**config.mk**
```make
export PLATFORM = sky130hd
export DESIGN_NAME = raw_issue_scoreboard_flat
export DESIGN_NICKNAME = d
export VERILOG_FILES = /design/src/rtl/ssp_pkg.sv /design/src/rtl/raw_issue_scoreboard_if.sv /design/src/rtl/sb_reg_counter.sv /design/src/rtl/raw_issue_scoreboard.sv /design/src/flat_wrapper.sv
export SDC_FILE = /design/constraint.sdc
export NUM_CORES = 1
export LEC_CHECK = 0
export CORE_MARGIN = 3
export CORE_UTILIZATION = 38
export DETAILED_ROUTE_END_ITERATION = 16
export PLACE_DENSITY = 0.62
export REMOVE_ABC_BUFFERS = 1
export SYNTH_ARGS = -nofsm -noshare
export SYNTH_HDL_FRONTEND = slang
export SYNTH_SLANG_ARGS = --single-unit
```
**constraint.sdc**
```tcl
create_clock -name clk1 -period 3.1 [get_ports clk1]
set_input_delay 0.31 -clock clk1 [delete_from_list [all_inputs] [get_ports clk1]]
set_output_delay 0.31 -clock clk1 [all_outputs]
set_load 0.02 [all_outputs]
```
**src/rtl/ssp_pkg.sv**
```systemverilog
// ssp_pkg: shared opcode, register-file and instruction-field constants for the superscalar core
package ssp_pkg;
  localparam int DEF_RAW_AW = 5;
  localparam int DEF_NREGS = 32;
  localparam logic [5:0] OP_ADD = 6'b000000;
  localparam logic [5:0] OP_SUB = 6'b000001;
  localparam logic [5:0] OP_AND = 6'b000010;
  localparam logic [5:0] OP_OR = 6'b000011;
  localparam logic [5:0] OP_ADDI = 6'b000100;
  localparam logic [5:0] OP_LW = 6'b000101;
  localparam logic [5:0] OP_SW = 6'b000110;
  localparam logic [5:0] OP_BEQ = 6'b000111;
  localparam logic [5:0] OP_J = 6'b001000;
  localparam logic [5:0] OP_JAL = 6'b001001;
  localparam logic [5:0] OP_NOP = 6'b111111;
  localparam int OPC_HI = 31;
  localparam int OPC_LO = 26;
  localparam int RS1_HI = 25;
  localparam int RS1_LO = 21;
  localparam int RS2_HI = 20;
  localparam int RS2_LO = 16;
  localparam int RDR_HI = 15;
  localparam int RDR_LO = 11;
endpackage

```
**src/rtl/raw_issue_scoreboard_if.sv**
```systemverilog
// raw_issue_scoreboard_if: decode-to-scoreboard issue bundle and grant/busy feedback
interface raw_issue_scoreboard_if #(
  parameter int ISSUE_W = 2,
  parameter int RAW_AW = 5,
  parameter int NREGS = 32
);
  logic [ISSUE_W-1:0] slot_valid;
  logic [ISSUE_W*RAW_AW-1:0] slot_rs1;
  logic [ISSUE_W*RAW_AW-1:0] slot_rs2;
  logic [ISSUE_W-1:0] slot_use_rs2;
  logic [ISSUE_W*RAW_AW-1:0] slot_rd;
  logic [ISSUE_W-1:0] slot_wr;
  logic [ISSUE_W-1:0] issue_grant;
  logic stall;
  logic [NREGS-1:0] busy_vec;
  modport master (
    output slot_valid, slot_rs1, slot_rs2, slot_use_rs2, slot_rd, slot_wr,
    input issue_grant, stall, busy_vec
  );
  modport slave (
    input slot_valid, slot_rs1, slot_rs2, slot_use_rs2, slot_rd, slot_wr,
    output issue_grant, stall, busy_vec
  );
endinterface

```
**src/rtl/sb_reg_counter.sv**
```systemverilog
// sb_reg_counter: per-register write-back latency countdown with readiness output
module sb_reg_counter #(
  parameter int LAT = 3,
  parameter int FWD_EN = 0,
  parameter int FWD_READY = 2,
  localparam int CW = $clog2(LAT + 1)
) (
  input logic clk1,
  input logic reset,
  input logic clr,
  input logic load,
  output logic ready
);
  logic [CW-1:0] cnt_q, cnt_d;
  always_comb cnt_d = clr ? '0 : load ? CW'(LAT) : cnt_q - CW'(cnt_q != '0);
  always_ff @(posedge clk1) cnt_q <= reset ? '0 : cnt_d;
  assign ready = (FWD_EN != 0) ? (cnt_q <= CW'(FWD_READY)) : (cnt_q == '0);
endmodule

```
**src/rtl/raw_issue_scoreboard.sv**
```systemverilog
// raw_issue_scoreboard: in-order issue grant with intra-bundle and in-flight RAW hazard checks
module raw_issue_scoreboard
  import ssp_pkg::*;
#(
  parameter int ISSUE_W = 2,
  parameter int NREGS = DEF_NREGS,
  parameter int RAW_AW = DEF_RAW_AW,
  parameter int LAT = 3,
  parameter int FWD_EN = 0,
  parameter int FWD_READY = 2
) (
  input logic clk1,
  input logic reset,
  input logic flush,
  raw_issue_scoreboard_if.slave sb
);
  logic [NREGS-1:0] rdy;
  logic [NREGS-1:1] load;
  logic [ISSUE_W-1:0] grant;
  logic ok;
  logic [RAW_AW-1:0] rs1, rs2, rdj, rdk;
  assign rdy[0] = 1'b1;
  genvar r;
  for (r = 1; r < NREGS; r++) begin : g_cnt
    sb_reg_counter #(.LAT(LAT), .FWD_EN(FWD_EN), .FWD_READY(FWD_READY)) u_cnt (
      .clk1(clk1),
      .reset(reset),
      .clr(flush),
      .load(load[r]),
      .ready(rdy[r])
    );
  end
  always_comb begin
    grant = '0;
    ok = 1'b1;
    rs1 = '0;
    rs2 = '0;
    rdj = '0;
    for (int k = 0; k < ISSUE_W; k++) begin
      rs1 = sb.slot_rs1[k*RAW_AW +: RAW_AW];
      rs2 = sb.slot_rs2[k*RAW_AW +: RAW_AW];
      ok = ok & sb.slot_valid[k] & rdy[rs1] & (rdy[rs2] | ~sb.slot_use_rs2[k]);
      for (int j = 0; j < k; j++) begin
        rdj = sb.slot_rd[j*RAW_AW +: RAW_AW];
        if (sb.slot_wr[j] && rdj != '0 && (rdj == rs1 || (sb.slot_use_rs2[k] && rdj == rs2))) ok = 1'b0;
      end
      grant[k] = ok & ~(reset | flush);
    end
  end
  always_comb begin
    load = '0;
    rdk = '0;
    for (int k = 0; k < ISSUE_W; k++) begin
      rdk = sb.slot_rd[k*RAW_AW +: RAW_AW];
      if (grant[k] && sb.slot_wr[k] && rdk != '0) load[rdk] = 1'b1;
    end
  end
  assign sb.issue_grant = grant;
  assign sb.stall = ~(reset | flush) & |(sb.slot_valid & ~grant);
  assign sb.busy_vec = reset ? '0 : ~rdy;
endmodule

```
**src/flat_wrapper.sv**
```systemverilog
// flat-port wrapper written by rule: the top's interface ports become plain ports
module raw_issue_scoreboard_flat import ssp_pkg::*;
#(
  parameter int ISSUE_W = 2,
  parameter int NREGS = DEF_NREGS,
  parameter int RAW_AW = DEF_RAW_AW,
  parameter int LAT = 3,
  parameter int FWD_EN = 0,
  parameter int FWD_READY = 2
)
  (clk1, reset, flush, sb_slot_valid, sb_slot_rs1, sb_slot_rs2, sb_slot_use_rs2, sb_slot_rd, sb_slot_wr, sb_issue_grant, sb_stall, sb_busy_vec);
  raw_issue_scoreboard_if #(.ISSUE_W(ISSUE_W), .RAW_AW(RAW_AW), .NREGS(NREGS)) sb_i ();
  input logic clk1;
  input logic reset;
  input logic flush;
  input wire logic [$bits(sb_i.slot_valid)-1:0] sb_slot_valid;
  input wire logic [$bits(sb_i.slot_rs1)-1:0] sb_slot_rs1;
  input wire logic [$bits(sb_i.slot_rs2)-1:0] sb_slot_rs2;
  input wire logic [$bits(sb_i.slot_use_rs2)-1:0] sb_slot_use_rs2;
  input wire logic [$bits(sb_i.slot_rd)-1:0] sb_slot_rd;
  input wire logic [$bits(sb_i.slot_wr)-1:0] sb_slot_wr;
  output wire logic [$bits(sb_i.issue_grant)-1:0] sb_issue_grant;
  output wire logic [$bits(sb_i.stall)-1:0] sb_stall;
  output wire logic [$bits(sb_i.busy_vec)-1:0] sb_busy_vec;
  assign sb_i.slot_valid = sb_slot_valid;
  assign sb_i.slot_rs1 = sb_slot_rs1;
  assign sb_i.slot_rs2 = sb_slot_rs2;
  assign sb_i.slot_use_rs2 = sb_slot_use_rs2;
  assign sb_i.slot_rd = sb_slot_rd;
  assign sb_i.slot_wr = sb_slot_wr;
  assign sb_issue_grant = sb_i.issue_grant;
  assign sb_stall = sb_i.stall;
  assign sb_busy_vec = sb_i.busy_vec;
  raw_issue_scoreboard #(.ISSUE_W(ISSUE_W), .NREGS(NREGS), .RAW_AW(RAW_AW), .LAT(LAT), .FWD_EN(FWD_EN), .FWD_READY(FWD_READY)) u_core (.clk1(clk1), .reset(reset), .flush(flush), .sb(sb_i));
endmodule
```
==> results_dict.tcl, run 1 <==
set metrics [dict create \
    status "complete, no violations" \
    routed_wl_um 15900 \
    cts_sinks 62 \
    final-seq-area_mm2 0.00124 \
    synth_cells 521 \
    cp.arrival_ns 2.70 \
    ys_ff_latch 62 \
    ioPinCount 74 \
    cts.path.max_buffers 2 \
    seqPwrFrac 0.378 \
    worstMarginPinSlew_ns 0.620 \
    antenna_found_initial 0 \
    cp-end-kind "primary output" \
    fmax_mhz 332 \
    critPathLaunchType "register" \
    synth_area_mm2 0.00428 \
    rows 38 \
    swShare 0.243 \
    vias 4766 \
    reg_top3 "u_core.g_cnt.u_cnt.cnt_q: 62 flops" \
    drc 0 \
    insertion_delay_ns 0.33 \
    final_util 0.556 \
    slew_violations 0 \
    cp_data_required_time_ns 2.79 \
    yosys_warnings 0 \
    die_h_um 112 \
    ff2ff_path_depth 9 \
    yosys.cell_types.count 60 \
    clockRootBuffer "clkbuf_16" \
    largest_reg_flops 62 \
    cp_cell_sequence "nor2_1 > mux4_2 > mux4_2 > nand3b_1 > buf_4 > o2111a_1 > clkdlybuf4s15_2" \
    fin_crit_sh 0.972 \
    ys_seq_area_frac 0.290 \
    place_hpwl_um 12400 \
    layout-drive-gt1-share 0.256 \
    hold_class "reg -> reg" \
    die_area_mm2 0.0126 \
    pwr-share-comb 0.146 \
    finalWeightedCongestion 0.935 \
    area_delta_synth_final_pct 42.3 \
    synth_area_leaders "dfxtp_1, mux4_2, nor2_1" \
    synth_edf_count 0 \
    cp_slowest_cell "mux4_2" \
    grt_pass1_wl_um 24100 \
    finalHoldViolations 0 \
    leakagePower_nw 2.13 \
    start_util 0.391 \
    slowest_delay_ns 0.47 \
    clkSlewWorstSetupHoldPaths_ns 0.05 \
    cts_buffers 9 \
    power_density_mw_per_mm2 348 \
    relSlewSlack 0.581 \
    worst-path-stages 7 \
    final_common_cell "buf_4" \
    core_area_mm2 0.0109 \
    max_flop_register "u_core.g_cnt.u_cnt.cnt_q" \
    grt_use_total 0.245 \
    clock_skew_ns 0.00575 \
    drt-initial-drc-count 367 \
    p_int_mw 1.60 \
    fin_ws_ns 0.0877 \
    viasPerCell 5.99 \
    p_switching_mw 0.513 \
    firstDrtPassIters 5 \
    diodes 0 \
    cp_common_cell "mux4_2" \
    pre_cts_slack_ns -0.401 \
    antenna_left 0 \
    wire_per_inst_um 20.1 \
    fp.dieW_um 112 \
    p_clk_frac 0.476 \
    multi_input_area_mm2 0.00292 \
    synth-main-ff-cell "dfxtp_1" \
    cts_tree "done" \
    htree_num_levels 3 \
    vdd_ir_drop_max_uv 221 \
    crit_fanout 5 \
    grt_pass1_vias 4514 \
    worstSetupPathType "reg -> out" \
    min_period_ns 3.01 \
    n_fill_cell 1031 \
    syn_area_per_cell_um2 8.21 \
    layout_common_cells "buf_4, clkdlybuf4s50_1, nor2_1, dfxtp_1, nand2_1" \
    yosysTopAreaCell "dfxtp_1" \
    holdPathStages 2 \
    grt_overflow 0 \
    layout.nets 689 \
    max_cap_violations 0 \
    io_buffers 72 \
    timing.critical_path.buf_inv 2 \
    grt_max_degree 39 \
    synthArstFlopShare 0 \
    yosysTopAreaCellShare 0.290 \
    crit_family "multiplexers" \
    setup_viol 0 \
]
-- what timing repair did --
| item | 4_1_cts | 5_1_grt |
|---|---|---|
| pin swaps | 0 | 4 |
| hold endpoints to repair | 0 | 0 |
| hold buffers | 0 | 0 |
| setup endpoints to repair | 6 | 35 |
| setup buffers | 1 | 1 |
| gates resized for setup | 19 | 22 |
-- layer usage --
layer	vias up	GRT usage	routed length, um
met2	225	0.393	7290
met4	2	0.0785	327
met3	25	0.0420	1040
met1	2283	0.336	7260
li1	2231	-	-
met5	-	0.0196	32
-- final cells by class --
class,instances,share of cell area
clock inverter,4,0.00740
tap,140,0.0288
multi-input combinational,408,0.480
inverter,9,0.00596
sequential,62,0.204
clock buffer,12,0.0422
timing repair buffer,160,0.232
-- worst paths after layout --
check,slack (ns),endpoint,startpoint
max,0.09,sb_issue_grant[0],u_core.g_cnt[17].u_cnt.cnt_q[1]
min,0.47,u_core.g_cnt[28].u_cnt.cnt_q[1],u_core.g_cnt[28].u_cnt.cnt_q[1]
max reg2reg,0.10,u_core.g_cnt[20].u_cnt.cnt_q[0],u_core.g_cnt[15].u_cnt.cnt_q[1]
min reg2reg,0.47,u_core.g_cnt[28].u_cnt.cnt_q[1],u_core.g_cnt[28].u_cnt.cnt_q[1]
-- metrics by stage --
stage	power [mW]	instance area, um^2	hold WS [ns]	cells	TNS, ns
after floorplan	0.921	4100	0.444	479	-50.53
after global placement	1.11	5670	0.451	777	-11.70
after detailed placement	1.12	5670	0.468	777	-11.92
after CTS	2.12	6000	0.475	794	0
after global routing	2.17	6080	0.510	795	-0.0192
final	2.12	6080	0.473	795	0
-- Yosys cell counts (2+ instances only) --
cell and number:
nor2_1 84, dfxtp_1 62, nand2_1 44, nand3_1 43
o211ai_1 42, clkbuf_1 29, nand3b_1 28, mux4_2 24
o21ai_0 16, a21oi_1 14, nand4_1 11, nor3_1 10
xnor2_1 10, and3_1 9, buf_2 8, inv_1 7
o221ai_1 5, a211o_1 4, a31oi_1 4, nor3b_1 4
a211oi_1 3, buf_1 3, mux2i_1 3, nor2b_1 3
nor4_1 3, nor4b_1 3, o21a_1 3, o31ai_1 3
or2_2 3, a221oi_1 2, inv_2 2, nand2b_1 2
o2111ai_1 2, o22ai_1 2
-- logic make-up (layout without fill, tap and decap cells) --
group                  Yosys count  in the layout  synth area share
AND/OR/NAND/NOR                256            256             0.303
buffers and inverters           51            185            0.0497
other                            1              1          0.000877
multiplexers                    29             29             0.142
XOR/XNOR                        10             10            0.0205
flip-flops                      62             62             0.290
AO/OA/AOI/OAI                  112            112             0.194
-- worst reg2reg max path: stages, from the launching register on --
cell and delay, ns:
dfxtp_1 0.33, nor2_2 0.27, mux4_2 0.29, mux2i_1 0.11, a2111oi_4 0.42, o211ai_2 0.15
buf_4 0.16, or4b_4 0.59, or4_4 0.51, o211ai_1 0.11
-- power by group through the flow --
stage / Clock (mW) / Sequential [mW] / Combinational [mW]
6_report: 1.01 / 0.799 / 0.309
5_1_grt: 1.05 / 0.798 / 0.328
4_1_cts: 1.02 / 0.799 / 0.302
3_5_place_dp: 0 / 0.816 / 0.300
3_3_place_gp: 0 / 0.816 / 0.298
2_1_floorplan: 0 / 0.815 / 0.106
No activity file was read; power rests on OpenSTA's default activity.
==> run 2, diff against run 1 <==
--- a/config.mk
+++ b/config.mk
@@ -7,9 +7,12 @@
 export LEC_CHECK = 0
 export CORE_MARGIN = 3
 export CORE_UTILIZATION = 38
+export CTS_BUF_LIST = sky130_fd_sc_hd__clkbuf_8
 export DETAILED_ROUTE_END_ITERATION = 16
+export HOLD_SLACK_MARGIN = 0.06
 export PLACE_DENSITY = 0.62
 export REMOVE_ABC_BUFFERS = 1
+export SKIP_LAST_GASP = 1
 export SYNTH_ARGS = -nofsm -noshare
 export SYNTH_HDL_FRONTEND = slang
 export SYNTH_SLANG_ARGS = --single-unit
==> run 2 against run 1 <==
Clock skew increased by 0.0028 ns. Non-clock buffer count decreased by 1. Wire length is 0.48% lower. Via count is 1.1% lower. Core utilization decreased by 1.0 points. Worst setup slack got worse by 0.038 ns. Flip-flop and latch count unchanged. Die area stayed put. Hold slack improved by 0.0025 ns. Global-route usage increased by 0.091 points. Final cell count down 0.13%. Critical path type unchanged. Highest routed layer is now met4.
==> results_dict.tcl, run 2 (synthesis results as in run 1) <==
set metrics [dict create \
    setup_viol 0 \
    rrSetupSlack_ns 0.09 \
    fin_cells 794 \
    power_density_mw_per_mm2 306 \
    cts.path.max_buffers 2 \
    slew_violations 0 \
    status "complete, no violations" \
    io_buffers 72 \
    max_flop_register "u_core.g_cnt.u_cnt.cnt_q" \
    hp-start "u_core.g_cnt[28].u_cnt.cnt_q[1]" \
    drc 0 \
    vdd_ir_drop_max_uv 174 \
    cp-end-kind "primary output" \
    grt_pass1_wl_um 24100 \
    core_area_mm2 0.0109 \
    critPathLaunchType "register" \
    start_util 0.391 \
    cts_tree "done" \
    largest_reg_flops 62 \
    area_delta_synth_final_pct 39.6 \
    cp.arrival_ns 2.74 \
    grtUsageMet1 0.339 \
    hold_end "u_core.g_cnt[28].u_cnt.cnt_q[1]" \
    drt-initial-drc-count 417 \
    crit_fanout 5 \
    min_period_ns 3.05 \
    finalWeightedCongestion 0.935 \
    wire_per_inst_um 20.0 \
    vias 4712 \
    antenna_left 0 \
    cts_sinks 62 \
    layout_common_cells "buf_4, clkdlybuf4s50_1, nor2_1, dfxtp_1, nand2_1" \
    routed_wl_um 15900 \
    final_common_cell "buf_4" \
    reg_top3 "u_core.g_cnt.u_cnt.cnt_q: 62 flops" \
    max_cap_violations 0 \
    holdPathStages 2 \
    cts_buffers 9 \
    grt_pass1_vias 4450 \
    firstDrtPassIters 5 \
    viasPerCell 5.93 \
    hold_buffers 0 \
    place_inst 777 \
    ioPinCount 74 \
    r2r-start "u_core.g_cnt[17].u_cnt.cnt_q[1]" \
    hold_class "reg -> reg" \
    ff2ff_path_depth 10 \
    diodes 0 \
    clock_skew_ns 0.00854 \
    rsz0062_at_grt "no" \
    layout-drive-gt1-share 0.254 \
    die_area_mm2 0.0126 \
    clkSlewWorstSetupHoldPaths_ns 0.07 \
    final_util 0.546 \
    grt_overflow 0 \
    worstMarginPinSlew_ns 0.628 \
    busiest_layer "met2" \
    use_met2 0.391 \
    worstSetupPathType "reg -> out" \
    finalSetupTns_ns 0 \
    insertion_delay_ns 0.35 \
    place_hpwl_um 12400 \
    clockRootBuffer "clkbuf_8" \
    finalHoldViolations 0 \
    fp.dieW_um 112 \
    htree_num_levels 3 \
    grt_use_total 0.246 \
    total_power_mw 1.83 \
    r2r_end "u_core.g_cnt[15].u_cnt.cnt_q[0]" \
    cp_data_required_time_ns 2.79 \
    rows 38 \
    use_met3 0.0442 \
    grt_max_degree 39 \
    relSlewSlack 0.575 \
    fin_crit_sh 0.984 \
    layout.nets 688 \
    fmax_mhz 328 \
    antenna_found_initial 0 \
    leakagePower_nw 2.08 \
    die_h_um 112 \
]
run 2: changes by cell type in the layout (fill, tap and decap cells not counted), sizes merged:
cell,delta
inv,+1
dlygate4sd1,-1
buf,-1
run 2: cell type report:
cell class / count / area, um^2
inverters: 9 / 36.3
clock buffers: 11 / 151
repair buffers: 159 / 1400
fillers: 1058 / 4960
multi-input cells: 408 / 2920
clock inverters: 5 / 48.8
well taps: 140 / 175
flip-flops and latches: 62 / 1240
run 2: timing repair:
action                     in CTS  in global routing
setup endpoints to repair       6                 16
resized for setup              22                 20
cloned                          0                  0
buffers inserted                1                  0
pin swaps                       0                  1
hold endpoints to repair        0                  0
run 2: power by group:
group          internal (mW)  switching [mW]
clock network          0.408           0.318
registers              0.797        0.000662
logic                  0.142           0.164
total                   1.35           0.483
run 2: worst max-delay path by stage:
stage | from | to | slack (ns)
after global routing | sb_slot_rs2[2] | sb_stall | 0.0003
after global placement | sb_slot_rs2[3] | sb_stall | -0.40
after CTS | sb_slot_rs1[0] | sb_issue_grant[1] | 0.007
final | u_core.g_cnt[17].u_cnt.cnt_q[1] | sb_issue_grant[0] | 0.05
after detailed placement | sb_slot_rs2[3] | sb_stall | -0.40
after floorplan | flush | u_core.g_cnt[20].u_cnt.cnt_q[0] | -1.02
run 2: stage by stage:
step / instance area [um^2] / hold slack [ns] / setup slack, ns
final: 5970 / 0.475 / 0.0499
after floorplan: 4100 / 0.444 / -1.02
after global routing: 5970 / 0.513 / 0.000330
after CTS: 5910 / 0.477 / 0.00709
after global placement: 5670 / 0.451 / -0.398
after detailed placement: 5670 / 0.468 / -0.401
run 2: routing by layer:
metal / part of all wire / up-vias / wire length (um)
li1: - / 2225 / -
met1: 0.45 / 2250 / 7180
met2: 0.46 / 213 / 7280
met3: 0.066 / 24 / 1050
met4: 0.023 / 0 / 360
met5: 0 / - / 0
run 2: worst max-delay path, cell delays in order, from the launching register on:
cell             delay (ns)
dfxtp_1                0.44
nor2_1                 0.13
mux4_2                 0.47
mux4_2                 0.45
nand3b_1               0.20
buf_4                  0.15
o2111a_1               0.25
clkdlybuf4s15_2        0.31
